$ cat config.mk
export PLATFORM = sky130hd
export DESIGN_NAME = seq_detector_param
export DESIGN_NICKNAME = d
export VERILOG_FILES = /design/src/rtl/seq_detector_param.sv
export SDC_FILE = /design/constraint.sdc
export NUM_CORES = 1
export LEC_CHECK = 0
export BUFFER_PORTS_ARGS = -buffer_cell sky130_fd_sc_hd__buf_2
export CAP_MARGIN = 20
export CELL_PAD_IN_SITES_DETAIL_PLACEMENT = 1
export CELL_PAD_IN_SITES_GLOBAL_PLACEMENT = 1
export CORE_UTILIZATION = 23
export DETAILED_ROUTE_END_ITERATION = 6
export PLACE_DENSITY_LB_ADDON = 0.1
export SETUP_SLACK_MARGIN = 0.5
export SYNTH_ARGS = -nofsm -noshare
export SYNTH_HDL_FRONTEND = slang
export SYNTH_SLANG_ARGS = --single-unit
$ cat constraint.sdc
create_clock -name CLK -period 2.05 [get_ports CLK]
set_input_delay 0.1025 -clock CLK [delete_from_list [all_inputs] [get_ports CLK]]
set_output_delay 0.1025 -clock CLK [all_outputs]
set_load 0.02 [all_outputs]
$ cat src/rtl/seq_detector_param.sv
// Parametrised Moore sequence detector with a run-time loadable pattern,
// optional overlapping matches and a saturating match counter.
module seq_detector_param #(
    parameter int           N       = 4,
    parameter int           CNT_W   = 8,
    parameter logic [N-1:0] PAT_RST = '0
) (
    input  logic                     CLK,
    input  logic                     RESET,
    input  logic                     x,
    input  logic                     EN,
    input  logic                     OVL,
    input  logic                     LOAD,
    input  logic [N-1:0]             PAT,
    output logic                     F,
    output logic [$clog2(N+1)-1:0]   S,
    output logic [CNT_W-1:0]         CNT
);

    localparam int             SW     = $clog2(N+1);
    localparam logic [SW-1:0]  S_FULL = SW'(N);

    logic [N-1:0]     p_q, p_d;
    // Only the N-1 most recent old bits can ever join x in a length-N match.
    logic [N-2:0]     hist_q, hist_d;
    logic [SW-1:0]    hl_q, hl_d;
    logic [SW-1:0]    s_q, s_d;
    logic [CNT_W-1:0] cnt_q, cnt_d;

    logic             restart;
    logic [N-1:0]     win;
    logic [SW-1:0]    hl_c;
    logic [SW-1:0]    s_c;
    logic             hit;

    // Outcome of consuming x: every prefix length is tested in parallel and
    // the longest one that fits the valid history wins.
    always_comb begin
        restart = !OVL && (s_q == S_FULL);
        win     = {hist_q, x};
        if (restart) begin
            hl_c = SW'(1);
        end else if (hl_q == S_FULL) begin
            hl_c = S_FULL;
        end else begin
            hl_c = hl_q + SW'(1);
        end
        s_c = '0;
        hit = 1'b0;
        for (int k = 1; k <= N; k++) begin
            hit = (SW'(k) <= hl_c);
            for (int j = 0; j < k; j++) begin
                if (win[j] != p_q[N-k+j]) begin
                    hit = 1'b0;
                end
            end
            if (hit) begin
                s_c = SW'(k);
            end
        end
    end

    always_comb begin
        p_d    = p_q;
        hist_d = hist_q;
        hl_d   = hl_q;
        s_d    = s_q;
        cnt_d  = cnt_q;
        if (LOAD) begin
            p_d  = PAT;
            s_d  = '0;
            hl_d = '0;
        end else if (EN) begin
            hist_d = win[N-2:0];
            hl_d   = hl_c;
            s_d    = s_c;
            if ((s_c == S_FULL) && (cnt_q != {CNT_W{1'b1}})) begin
                cnt_d = cnt_q + CNT_W'(1);
            end
        end
    end

    always_ff @(posedge CLK or posedge RESET) begin
        if (RESET) begin
            p_q    <= PAT_RST;
            hist_q <= '0;
            hl_q   <= '0;
            s_q    <= '0;
            cnt_q  <= '0;
        end else begin
            p_q    <= p_d;
            hist_q <= hist_d;
            hl_q   <= hl_d;
            s_q    <= s_d;
            cnt_q  <= cnt_d;
        end
    end

    assign S   = s_q;
    assign F   = (s_q == S_FULL);
    assign CNT = cnt_q;

endmodule

=== After elaboration in Yosys (flattened, before gate mapping) ===
Index checks and enable logic that the tools add are counted.

* Register bits: 21

* Equal/unequal tests: 14
* Reductions and logical operators: 6
* Bitwise operators: 1
* Mux-type cells: 20
* $add $sub $neg: 2
* $lt $le $gt $ge: 4

{| class="wikitable"
|+ Operators with widths
! cell !! number
|-
| 2-to-1 mux 3 bit || 9
|-
| 2-to-1 mux 1 bit || 11
|-
| != test 1 bit || 10
|-
| equality test 3 bit (second input constant) || 3
|-
| adder 8 x 1 -> 8 bit (second input constant) || 1
|-
| != test 8 bit (second input constant) || 1
|-
| <= comparator 2 x 3 -> 1 bit (first input constant) || 2
|-
| adder 3 x 1 -> 3 bit (second input constant) || 1
|-
| <= comparator 1 x 3 -> 1 bit (first input constant) || 1
|-
| <= comparator 3 bit (first input constant) || 1
|-
| AND reduction 3 bit || 1
|-
| logical AND 1 bit || 2
|-
| AND reduction 2 bit || 1
|-
| nonzero test 2 bit || 1
|-
| logical NOT 1 bit || 1
|-
| inverter 1 bit || 1
|}

=== Longest topological paths before layout ===
* Word-level depth: 12
* Gate-level depth with buffers: 7
* Depth with buffers taken out: 7

=== Least setup slack after synthesis ===
OpenSTA, ideal clock, no wires.

* Path kind: flip-flop to flip-flop
* Start: register s_q[2] (netlist: S[2])
* End: register cnt_q[1] (netlist: CNT[1])
* Path slack: 0.182 ns
* Path buffers: 0
* Library setup time: 0.127 ns
* Stages on the path, launching flop included: 6
* Arrival time: 1.741 ns
* Required time: 1.923 ns
* Cells stage by stage: dfrtp_1 -> nor3b_2 -> nor2b_4 -> nor4_4 -> and2b_1 -> mux2_1

* Cells in the longest elaborated chain, start to end: 12
* Elaborated cells between the ends (all ways): 24
* Those cells by class: 4 x order compare; 2 x eq/ne; 15 x mux; 3 x reduce/logical

{| class="wikitable"
|+ Ends and longest elaborated chain
! element !! RTL line !! source
|-
| start: declaration || 27 || <nowiki>logic [SW-1:0] s_q, s_d;</nowiki>
|-
| start signal: assignment || 88 || <nowiki>s_q <= '0;</nowiki>
|-
| start signal: assignment || 94 || <nowiki>s_q <= s_d;</nowiki>
|-
| equality test 3 bit (*) || - ||
|-
| net F || 15 || <nowiki>output logic F,</nowiki>
|-
| logical AND 1 bit (*) || 39 || <nowiki>restart = !OVL && (s_q == S_FULL);</nowiki>
|-
| 2-to-1 mux 3 bit (*) || 41 || <nowiki>if (restart) begin</nowiki>
|-
| <= comparator 1 x 3 -> 1 bit, or another cell as far along || 51 || <nowiki>hit = (SW'(k) <= hl_c);</nowiki>
|-
| 2-to-1 mux 1 bit || 53 || <nowiki>if (win[j] != p_q[N-k+j]) begin</nowiki>
|-
| 2-to-1 mux 1 bit, on equally long branches || 57, 53 ||
|-
| 2-to-1 mux 3 bit / 2-to-1 mux 1 bit (equally long branches) (2 in series) || 57, 53 ||
|-
| 2-to-1 mux 3 bit (*) || 57 || <nowiki>if (hit) begin</nowiki>
|-
| equality test 3 bit (*) || 77 || <nowiki>if ((s_c == S_FULL) && (cnt_q != {CNT_W{1'b1}})) begin</nowiki>
|-
| logical AND 1 bit (*) || 77 ||
|-
| AND reduction 3 bit (no source line) (*) || - ||
|-
| end signal: assignment || 95 || <nowiki>cnt_q <= cnt_d;</nowiki>
|-
| end: declaration || 28 || <nowiki>logic [CNT_W-1:0] cnt_q, cnt_d;</nowiki>
|}

Mark *: on every way through the listed nets, which the timed path passes. The rest lies on a longest branch.
A chain may end at the register's enable or synchronous reset.

=== Worst setup path after layout ===
* Start: register p_q[1]
* End: register cnt_q[1] (netlist: CNT[1])

* Cells in the longest elaborated chain, start to end: 9
* Elaborated cells between the ends (all ways): 13
* Those cells by class: 3 x eq/ne; 8 x mux; 2 x reduce/logical

{| class="wikitable"
|+ Ends and longest elaborated chain
! element !! RTL line !! source
|-
| start: declaration || 23 || <nowiki>logic [N-1:0] p_q, p_d;</nowiki>
|-
| start signal: assignment || 91 || <nowiki>p_q <= p_d;</nowiki>
|-
| != test 1 bit || 53 ||
|-
| 2-to-1 mux 1 bit (3 in series) || 53 ||
|-
| 2-to-1 mux 3 bit || 57 ||
|-
| 2-to-1 mux 3 bit (*) || 57 ||
|-
| equality test 3 bit (*) || 77 ||
|-
| logical AND 1 bit (*) || 77 ||
|-
| AND reduction 3 bit (no source line) (*) || - ||
|}

Mark *: on every way between the ends. The rest lies on a longest branch, timed or not.

==> summary.md <==
| Metric | Value |
|---|---|
| Result of the run | `finished, final reports clean` |
| CP Cell Sequence | `xnor2_2 -> nand4_2 -> nor4_4 -> and2b_2 -> mux2_4` |
| Post-route clock skew | `0.00233 ns` |
| Area of the mapped netlist | `0.00122 mm2` |
| Mean routed wirelength per cell | `13.5 um` |
| Number of vias in the routed layout | `1007` |
| Placeable core region | `0.00511 mm2` |
| Number of diodes added for antenna fixing | `0` |
| Initial antenna violation count | `0` |
| CTS H-Tree Depth | `1` |
| Highest ir drop seen on vdd | `233 uV` |
| Required time of the worst setup path | `2.20 ns` |
| Crit-path slowest cell | `dfrtp_1` |
| Number of cells in the design after placement | `203` |
| Endpoints failing setup | `0` |
| P_leak | `0.786 nW` |
| CTS Root Cell | `clkbuf_8` |
| Endpoint type of the worst setup path | `flop` |
| Max-slew violation count | `0` |
| Worst path max stage delay | `0.42 ns` |
| Placed wire-length estimate | `2060 um` |
| Clock insertion delay at the later pin of the skew report | `0.27 ns` |
| Most frequent standard cell in the layout excluding fill and tap cells | `buf_4` |
| Die width | `75.0 um` |
| Die boundary height | `75.0 um` |
| Non-Filler Instances | `228` |
| Period Utilization, post-route | `81.2%` |
| Mean post-synth cell area | `10.8 um2` |
| Clock slew seen by the registers of the worst setup and hold paths | `0.08 ns` |
| Maximum number of pins on one net before global-route repair | `13` |
| Async set or reset register ratio after synthesis | `100%` |
| Startpoint types | `flop` |
| Gate count after technology mapping | `113` |
| Global route overflow | `0` |
| Vias in the first global route | `1046` |
| Routability congestion estimate | `0.715` |
| Effective utilization at floorplan | `24.0%` |
| Shortest period the worst path allows | `1.66 ns` |
| Number of buffers added by the clock tree synthesis step | `3` |
| Most instantiated flip-flop cell in the synthesis netlist | `dfrtp_1` |
| MaxCap Viol Count | `0` |
| Number of nets with antenna violations after routing | `0` |
| WP data arrival | `1.82 ns` |
| Unrepaired setup endpoints after global routing | `yes` |
| Most used cells in the layout excluding fill and tap cells | `buf_4, buf_2, dfrtp_1` |
| Upper clock frequency limit | `0.601 GHz` |
| Top Ports | `22` |
| Post-Syn Nets | `126` |
| Total buffers and inverters traversed by the critical path | `0` |
| Count of routing violations after the opening detailed-route iteration | `40` |
| Warnings from Yosys | `0` |
| Headroom to the max-slew limit | `67.4%` |
| Fin Setup TNS | `0 ns` |
| FF+latch count, synth | `21` |
| Number of buffers on the longest clock path | `2` |
| Power density cells | `600 mW/mm2` |
| Iteration count of the initial detailed-routing pass | `3` |
| Critical setup path kind | `reg -> reg` |
| Net count reported at finish | `172` |
| Number of enable flip-flop cells after synthesis | `0` |
| Clk sinks | `21` |
| Number of buffers added on ports | `21` |
| Register area share after synthesis | `42.9%` |
| Number of different library cells in the post-synthesis netlist | `38` |
| Vias/cell | `4.42` |
| DRC viols | `0` |
| Std-Cell Rows | `26` |
| Crit-path max FO | `2` |
| Crit-path leading delay family | `simple AND/OR/NAND/NOR gates` |
| Overall track demand over capacity in global routing | `12.8%` |
| Hold Crit Class | `in -> reg` |
| Wire length of the first global-routing pass | `5260 um` |
| Slew of the pin with the lowest slew margin | `0.489 ns` |
| CTS tree | `done` |
| Number of hold violations in the final report | `0` |
| Final Routed Wirelength | `3070 um` |
| Count of fill cells added during filler insertion | `604` |
| Layout area overhead | `43.4%` |
| Die Footprint | `0.00562 mm2` |
| Fraction of layout instances using a drive strength above 1 | `57.0%` |
==> power breakdown <==
| group | switching (W) | internal (W) | leakage, nW | total [W] |
|---|---|---|---|---|
| Combinational | 0.000129 | 0.000156 | 0.494 | 0.000285 |
| Sequential | 0.0000367 | 0.000446 | 0.266 | 0.000483 |
| Clock | 0.000151 | 0.000136 | 0.0255 | 0.000286 |
==> cell type report <==
cell class | count | area (um2) | share of cell area [%]
multi-input combinational | 81 | 772 | 43.9
tap | 70 | 87.6 | 4.99
sequential | 21 | 533 | 30.3
clock buffer | 3 | 41.3 | 2.35
clock inverter | 1 | 5.00 | 0.285
timing repair buffer | 45 | 292 | 16.6
inverter | 7 | 26.3 | 1.50
==> logic make-up (layout without fill, tap and decap cells) <==
| kind of cell | after synthesis | in the layout | share of synthesized area [%] |
|---|---|---|---|
| AND/OR/NAND/NOR | 40 | 40 | 20.5 |
| flip-flops | 21 | 21 | 42.9 |
| XOR/XNOR | 16 | 16 | 12.7 |
| AO/OA/AOI/OAI | 13 | 13 | 7.76 |
| buffers and inverters | 11 | 56 | 4.90 |
| multiplexers | 9 | 9 | 8.17 |
| adder cells (fa/ha/maj) | 3 | 3 | 3.06 |
==> final timing paths <==
check / slack, ns / start / cells past startpoint / endpoint
max in group asynchronous: 1.11 / RESET / 4 / CNT[1]
min reg2reg: 0.50 / CNT[4] / 1 / CNT[4]
min: 0.06 / PAT[1] / 2 / p_q[1]
max: 0.39 / p_q[1] / 5 / CNT[1]
max reg2reg: 0.39 / p_q[1] / 5 / CNT[1]
min in group asynchronous: 0.38 / RESET / 3 / hist_q[2]
==> sequential cells by signal, indices dropped and copies added (netlist names) <==
register	cells
CNT	8
p_q	4
S	3
hist_q	3
hl_q	3
==> synth_stat cells, types with 2 or more instances <==
master,number,area share [%]
dfrtp_1,21,43
xnor2_1,10,7.1
inv_1,7,2.1
mux2_2,7,6.4
nand2_1,6,1.8
nor2_1,6,1.8
nand3_1,5,2.0
nor3_1,5,2.0
nand2b_1,4,2.0
xor2_1,4,2.9
a21oi_1,3,1.2
ha_1,3,3.1
buf_6,2,1.8
nand3b_1,2,1.2
nand4_1,2,1.0
o32ai_1,2,1.4
or2_1,2,1.0
xnor2_2,2,2.7
==> per-layer routing <==
layer | GRT usage [%] | vias up | wire length, um
met1 | 17.8 | 505 | 1560
met4 | 5.03 | 0 | 41
li1 | - | 482 | -
met5 | 0 | - | 0
met3 | 2.41 | 4 | 85
met2 | 19.5 | 16 | 1380
==> stage by stage <==
step / worst slack [ns] / util [%] / area, um2 / total power (W) / hold slack (ns)
6_report: 0.386 / 34.4 / 1760 / 0.00105 / 0.0611
2_1_floorplan: 0.223 / - / 1240 / 0.000641 / 0.0788
3_5_place_dp: 0.236 / 27.9 / 1420 / 0.000684 / 0.149
3_3_place_gp: 0.293 / 27.9 / 1420 / 0.000681 / 0.146
5_1_grt: 0.311 / 34.4 / 1760 / 0.00112 / 0.0598
4_1_cts: 0.363 / 33.1 / 1690 / 0.00105 / 0.0561
==> timing repair <==
item                                    4_1_cts  5_1_grt
hold buffers                                  1        0
pin swaps                                    19        2
gates resized for setup                      22        8
setup buffers                                16        4
hold endpoints to repair                     10        0
endpoints found under the setup margin       10       11
Note: power is estimated with default switching activity, not from simulation.
